<file path="src/rtl/conv_window_ctrl.sv">
// conv_window_ctrl: raster-scan sequencer for the conv33 3x3 datapath.
//
// Accepts a pixel stream (in_valid/in_ready), keeps two line buffers and feeds the datapath
// one window column per accepted pixel. The datapath result is captured only for interior
// window positions and presented on a valid/ready output stream.
//
// Ports:
//   clk, rst_n                    clock, synchronous active-low reset
//   start, mode_in                frame start pulse (IDLE only) and kernel select latched at start
//   in_valid, in_ready, in_pixel  raster-order input pixel stream
//   conv_pix_top/mid/bot          column of the window fed to the datapath (rows row-2..row)
//   conv_shift_en, conv_mode      datapath shift strobe and kernel select
//   conv_pixel_in                 datapath result for the current window
//   out_valid, out_ready, out_pixel  filtered stream, (IMG_W-2)x(IMG_H-2) pixels per frame
//   out_last                      last output pixel of the frame (only with CONV_CTRL_TLAST_EN)
//   busy, frame_done              frame in progress / one-cycle end-of-frame pulse
//
// Optional feature: define CONV_CTRL_TLAST_EN to add the out_last output.
module conv_window_ctrl #(
  parameter int unsigned PIXEL_WIDTH = 8,
  parameter int unsigned IMG_W       = 64,
  parameter int unsigned IMG_H       = 64,
  parameter int unsigned COLW        = 7
) (
  input  logic                   clk,
  input  logic                   rst_n,
  input  logic                   start,
  input  logic [1:0]             mode_in,
  input  logic                   in_valid,
  output logic                   in_ready,
  input  logic [PIXEL_WIDTH-1:0] in_pixel,
  output logic [PIXEL_WIDTH-1:0] conv_pix_top,
  output logic [PIXEL_WIDTH-1:0] conv_pix_mid,
  output logic [PIXEL_WIDTH-1:0] conv_pix_bot,
  output logic                   conv_shift_en,
  output logic [1:0]             conv_mode,
  input  logic [PIXEL_WIDTH-1:0] conv_pixel_in,
  output logic                   out_valid,
  input  logic                   out_ready,
  output logic [PIXEL_WIDTH-1:0] out_pixel,
`ifdef CONV_CTRL_TLAST_EN
  output logic                   out_last,
`endif
  output logic                   busy,
  output logic                   frame_done
);

  localparam int unsigned     IdxW    = $clog2(IMG_W);
  localparam logic [COLW-1:0] ColLast = COLW'(IMG_W - 1);
  localparam logic [COLW-1:0] RowLast = COLW'(IMG_H - 1);
  localparam logic [COLW-1:0] Two     = COLW'(2);

  typedef enum logic [1:0] {StIdle, StRun, StFlush} state_e;

  state_e                 state_q, state_d;
  logic [COLW-1:0]        row_q, row_d;
  logic [COLW-1:0]        col_q, col_d;
  logic [1:0]             mode_q, mode_d;
  logic                   win_ok_q, win_ok_d;
  logic                   out_valid_q, out_valid_d;
  logic [PIXEL_WIDTH-1:0] out_pixel_q, out_pixel_d;
  logic                   frame_done_q, frame_done_d;

  logic                   accept;
  logic                   load;
  logic [IdxW-1:0]        col_idx;

  // lb0 holds line row-1, lb1 holds line row-2; not reset, every slot is written before use.
  logic [PIXEL_WIDTH-1:0] lb0 [IMG_W];
  logic [PIXEL_WIDTH-1:0] lb1 [IMG_W];

  assign col_idx = col_q[IdxW-1:0];

  // Handshake and datapath drive
  always_comb begin
    // A captured window that cannot move into the output register blocks further shifts.
    in_ready      = (state_q == StRun) && (!win_ok_q || !out_valid_q || out_ready);
    accept        = in_valid && in_ready;
    load          = win_ok_q && (!out_valid_q || out_ready);
    conv_shift_en = accept;
    conv_pix_bot  = in_pixel;
    conv_pix_mid  = lb0[col_idx];
    conv_pix_top  = lb1[col_idx];
  end

  always_ff @(posedge clk) begin
    if (accept) begin
      lb1[col_idx] <= lb0[col_idx];
      lb0[col_idx] <= in_pixel;
    end
  end

  // Frame sequencing
  always_comb begin
    state_d      = state_q;
    row_d        = row_q;
    col_d        = col_q;
    mode_d       = mode_q;
    frame_done_d = 1'b0;
    unique case (state_q)
      StIdle: begin
        if (start) begin
          mode_d  = mode_in;
          row_d   = '0;
          col_d   = '0;
          state_d = StRun;
        end
      end
      StRun: begin
        if (accept) begin
          if (col_q == ColLast) begin
            col_d = '0;
            row_d = row_q + COLW'(1);
            if (row_q == RowLast) begin
              state_d = StFlush;
            end
          end else begin
            col_d = col_q + COLW'(1);
          end
        end
      end
      StFlush: begin
        if (!win_ok_q && !out_valid_q) begin
          frame_done_d = 1'b1;
          state_d      = StIdle;
        end
      end
      default: state_d = StIdle;
    endcase
  end

  // Window tracking and output register
  always_comb begin
    win_ok_d    = win_ok_q;
    out_valid_d = out_valid_q;
    out_pixel_d = out_pixel_q;
    if (load) begin
      win_ok_d = 1'b0;
    end
    // Window is centred on (row-1, col-1); columns 0-1 still hold the previous line's tail.
    if (accept) begin
      win_ok_d = (row_q >= Two) && (col_q >= Two);
    end
    if (load) begin
      out_valid_d = 1'b1;
      out_pixel_d = conv_pixel_in;
    end else if (out_ready) begin
      out_valid_d = 1'b0;
    end
  end

  always_ff @(posedge clk) begin
    if (!rst_n) begin
      state_q      <= StIdle;
      row_q        <= '0;
      col_q        <= '0;
      mode_q       <= '0;
      win_ok_q     <= 1'b0;
      out_valid_q  <= 1'b0;
      out_pixel_q  <= '0;
      frame_done_q <= 1'b0;
    end else begin
      state_q      <= state_d;
      row_q        <= row_d;
      col_q        <= col_d;
      mode_q       <= mode_d;
      win_ok_q     <= win_ok_d;
      out_valid_q  <= out_valid_d;
      out_pixel_q  <= out_pixel_d;
      frame_done_q <= frame_done_d;
    end
  end

`ifdef CONV_CTRL_TLAST_EN
  logic win_last_q, win_last_d;
  logic out_last_q, out_last_d;

  // win_last follows win_ok; out_last follows out_valid.
  always_comb begin
    win_last_d = win_last_q;
    out_last_d = out_last_q;
    if (load) begin
      win_last_d = 1'b0;
    end
    if (accept) begin
      win_last_d = (row_q == RowLast) && (col_q == ColLast);
    end
    if (load) begin
      out_last_d = win_last_q;
    end else if (out_ready) begin
      out_last_d = 1'b0;
    end
  end

  always_ff @(posedge clk) begin
    if (!rst_n) begin
      win_last_q <= 1'b0;
      out_last_q <= 1'b0;
    end else begin
      win_last_q <= win_last_d;
      out_last_q <= out_last_d;
    end
  end

  assign out_last = out_last_q;
`endif

  assign conv_mode  = mode_q;
  assign out_valid  = out_valid_q;
  assign out_pixel  = out_pixel_q;
  assign busy       = (state_q == StRun) || (state_q == StFlush);
  assign frame_done = frame_done_q;

endmodule

</file>
<file path="config.mk">
export PLATFORM = sky130hd
export DESIGN_NAME = conv_window_ctrl
export DESIGN_NICKNAME = d
export VERILOG_FILES = /design/src/rtl/conv_window_ctrl.sv
export SDC_FILE = /design/constraint.sdc
export NUM_CORES = 1
export LEC_CHECK = 0
export CELL_PAD_IN_SITES_DETAIL_PLACEMENT = 0
export CELL_PAD_IN_SITES_GLOBAL_PLACEMENT = 1
export CORE_ASPECT_RATIO = 0.7
export CORE_UTILIZATION = 50
export CTS_BUF_LIST = sky130_fd_sc_hd__clkbuf_8
export DETAILED_ROUTE_END_ITERATION = 10
export MAX_ROUTING_LAYER = met4
export PLACE_DENSITY_LB_ADDON = 0.2
export SLEW_MARGIN = 40
export SYNTH_ARGS = -nofsm -noshare
export SYNTH_HDL_FRONTEND = slang
export SYNTH_SLANG_ARGS = --single-unit
</file>
<file path="constraint.sdc">
create_clock -name clk -period 4.35 [get_ports clk]
set_input_delay 1.305 -clock clk [delete_from_list [all_inputs] [get_ports clk]]
set_output_delay 1.305 -clock clk [all_outputs]
set_load 0.01 [all_outputs]
</file>
==> results of run 1 <==
repair_timing:
| action | in CTS | in global routing |
|---|---|---|
| setup endpoints to repair | 16 | 16 |
| resized for setup | 206 | 24 |
| gates cloned | 9 | 1 |
| pin swaps | 29 | 14 |
| buffers inserted | 43 | 16 |
per-layer routing:
| layer | GRT usage [%] | vias to the layer above |
|---|---|---|
| met3 | 5.582 | 108 |
| met1 | 41.48 | 11230 |
| met5 | - | - |
| met2 | 36.52 | 1048 |
| met4 | 6.533 | 0 |
| li1 | - | 8673 |
sequential cells by signal, summed over array words and instances, names as in the netlist, named ones only:
name	cells
lb0	512
lb1	512
out_pixel	8
col_q	7
row_q	7
conv_mode	2
state_q	2
frame_done	1
out_valid	1
win_ok_q	1
power groups by stage:
stage / combinational [mW] / clock, mW / sequential (mW)
global placement: 2.74 / 0 / 11.9
global route: 3.58 / 7.66 / 11.7
CTS: 3.34 / 7.22 / 11.7
floorplan: 1.64 / 0 / 11.9
finish: 3.39 / 7.11 / 11.7
detailed placement: 2.80 / 0 / 11.9
final timing paths:
path                                to  slack (ps)
max                    conv_pix_top[7]        -210
min reg2reg  conv_mode[0]$_SDFFE_PN0P_         470
max reg2reg       lb1[62][1]$_DFFE_PP_        1110
min          conv_mode[0]$_SDFFE_PN0P_         470
cells in the mapped netlist, drive strengths merged (3+ instances only):
library cell	number
nand2b	14
nand2	26
edfxtp	1024
a22o	3
dfxtp	35
a21boi	3
or2	3
a211oi	14
a21oi	30
mux2i	55
nor2b	13
o22ai	22
inv	5
xnor2	5
or4	3
nor2	104
nor3	25
nor4	5
ha	8
nand3	16
mux4	270
a2111oi	3
buf	68
or3	17
mux2	5
nand3b	5
o21ai	62
clkbuf	46
final cells by class:
type / instances / area share [%]
Sequential cell: 1059 / 65.44
Multi-Input combinational cell: 735 / 19.55
Timing Repair Buffer: 305 / 6.683
Clock buffer: 167 / 4.780
Tap cell: 1068 / 2.779
Clock inverter: 90 / 0.7234
Inverter: 5 / 0.03903
Antenna cell: 1 / 0.005205
kinds of logic (layout without fill, tap and decap cells):
logic type	count (synthesis)	in the layout	synth area share, %
XOR/XNOR	5	5	0.1068
AND/OR/NAND/NOR	242	242	2.835
buffers and inverters	119	567	1.632
AO/OA/AOI/OAI	150	150	2.179
multiplexers	330	330	16.31
adder cells (fa/ha/maj)	8	8	0.2441
flip-flops	1059	1059	76.69
other	0	1	0
worst reg2reg max path, cell delays in order, from the launching register on:
cell	delay [ps]
dfxtp_4	360
buf_12	160
buf_12	160
buf_4	150
mux4_2	340
mux2i_1	100
a2111oi_1	620
a22o_4	310
buf_4	650
metrics by stage:
stage | hold slack (ps) | TNS [ps] | instances
global route | 491.5 | -3067 | 3430
finish | 469.7 | -2147 | 3430
detailed placement | 462.3 | 0 | 3106
CTS | 470.4 | -3055 | 3414
floorplan | 451.5 | 0 | 1913
global placement | 455.1 | 0 | 3106
==> flow_summary.yaml, run 1 <==
power:
  swShare_pct: 24.72
  p_int_mw: 16.68
  pwr-share-seq_pct: 52.6
  comb_power_share_pct: 15.3
  pwr-share-clk_pct: 32.1
  p_sw_mw: 5.477
  finalPower_mw: 22.15
  peakVddDrop_uv: 293.8
  leakage_nw: 15.15
  p_per_area_nw_per_um2: 460.8
drt:
  initialDrtViolationCount: 2569
  route.met3.wl_um: 10290
  dr.max_layer_used: "met4"
  wl_met2_um: 46490
  first_pass_iters: 5
  wl_um: 105200
  via_per_inst: 6.140
  vias: 21060
  wirelength_met1_um: 46890
  drcViolationCount: 0
  wl_per_cell_um: 30.68
  ant_nets: 0
finish:
  syn_to_final_growth_pct: 17.25
  final_cell_mix: "1,024 x edfxtp_1, 270 x mux4_2, 174 x buf_4"
  design_area_um2: 48080
  nets: 2291
  seq_area_um2: 31470
  final_common_cell: "edfxtp_1"
  utilization_pct: 59.45
  layout-drive-gt1-share_pct: 34.18
  fillers: 5823
  multi_input_area_um2: 9398
synth:
  ys_ff_latch: 1059
  yosys.cell_types.count: 50
  synthFlopType: "edfxtp_1"
  synth.area.top_cells: "edfxtp_1 75%, mux4_2 15%, dfxtp_1 1.7%"
  syn_area_um2: 41010
  synth_edf_count: 1024
  synth_top_cell_by_area: "edfxtp_1"
  ys_async_sr_fraction_pct: 0
  ys_warn_count: 0
  synthCells: 1913
  ys_seq_area_share_pct: 76.69
  synth_nets: 1944
  netlist.area_leader.share_pct: 74.99
  syn_avg_cell_area_um2: 21.44
placement:
  port_buffers: 61
  place_area_um2: 43920
  dp_worst_setup_slack_ps: 41.77
  dpl.hpwl_um: 60950
  gp_congestion: 0.8382
status:
  status: "complete, but fails checks"
  violations: "negative setup slack"
timing:
  setup_viol: 16
  fmaxAchievable_ghz: 0.2195
  hold_violations: 0
  finalMaxSlewViolations: 0
  worst_pin_slew_ps: 847.5
  period_share_pct: 104.7
  fin_skew_ps: 30.32
  fin_ws_ps: -206.3
  fin_crit_ps: 4556
  timing.slew.headroom_pct: 43.50
  rsz0062_at_grt: "true"
critical_path:
  path_cells: "buf_12, buf_16, buf_12, buf_12, mux4_2, mux4_2, nor2_1, buf_4, o21ai_2, buf_2"
  critPathMaxFanout: 8
  cp.required_ps: 3040
  cp_slowest_stage_delay_ps: 530
  endpoint_kind: "output pin"
  cp_num_cells: 10
  critPathArrivalTime_ps: 3250
  critPathTopFamily: "multiplexers"
  crit_path_frequent_cell: "buf_12"
  path_class: "register to output pin"
  startpoint_type: "register"
  worst_path_max_delay_cell: "mux4_2"
  crit_buf_inv: 6
  rr_worst_depth: 8
global_routing:
  grt_overflow: 0
  grt_max_degree: 65
  grt_pass1_wl_um: 152100
  track_usage_pct: 26.81
  grt_pass1_vias: 21180
  antenna_found_initial: 3
cts:
  path_clk_slew_ps: 60
  cts_buffer_depth: 3
  cts_tree: "done"
  insertion_delay_ps: 810
  cts_buffers: 154
  cts_root_buf: "clkbuf_8"
  clock-sinks: 1059
  cts_hold_buf: 0
  h-tree-depth: 4
floorplanning:
  num_io_pins: 62
  die_w_um: 344.3
  core_um2: 80880
  rows: 87
  initial_utilization_pct: 50.70
  dieArea_um2: 83180
  die_h_um: 241.6
job:
  drv_cap: 0
worst_hold_path:
  holdPathStages: 2
  worstHoldStart: "conv_mode[0]$_SDFFE_PN0P_"
  hp-class: "register to register"
Power figures use the tool's default switching activity.
==> inputs of run 2 (changes only) <==
GPL_TIMING_DRIVEN = 1   (was default)
==> results of run 2 <==
Final layout, timing and power as in run 1 (identical DEF).
==> inputs of run 3 (changes only) <==
ABC_CLOCK_PERIOD_IN_PS = 4350   (was default)
==> results of run 3 <==
Final layout, timing and power as in run 1 (identical DEF).
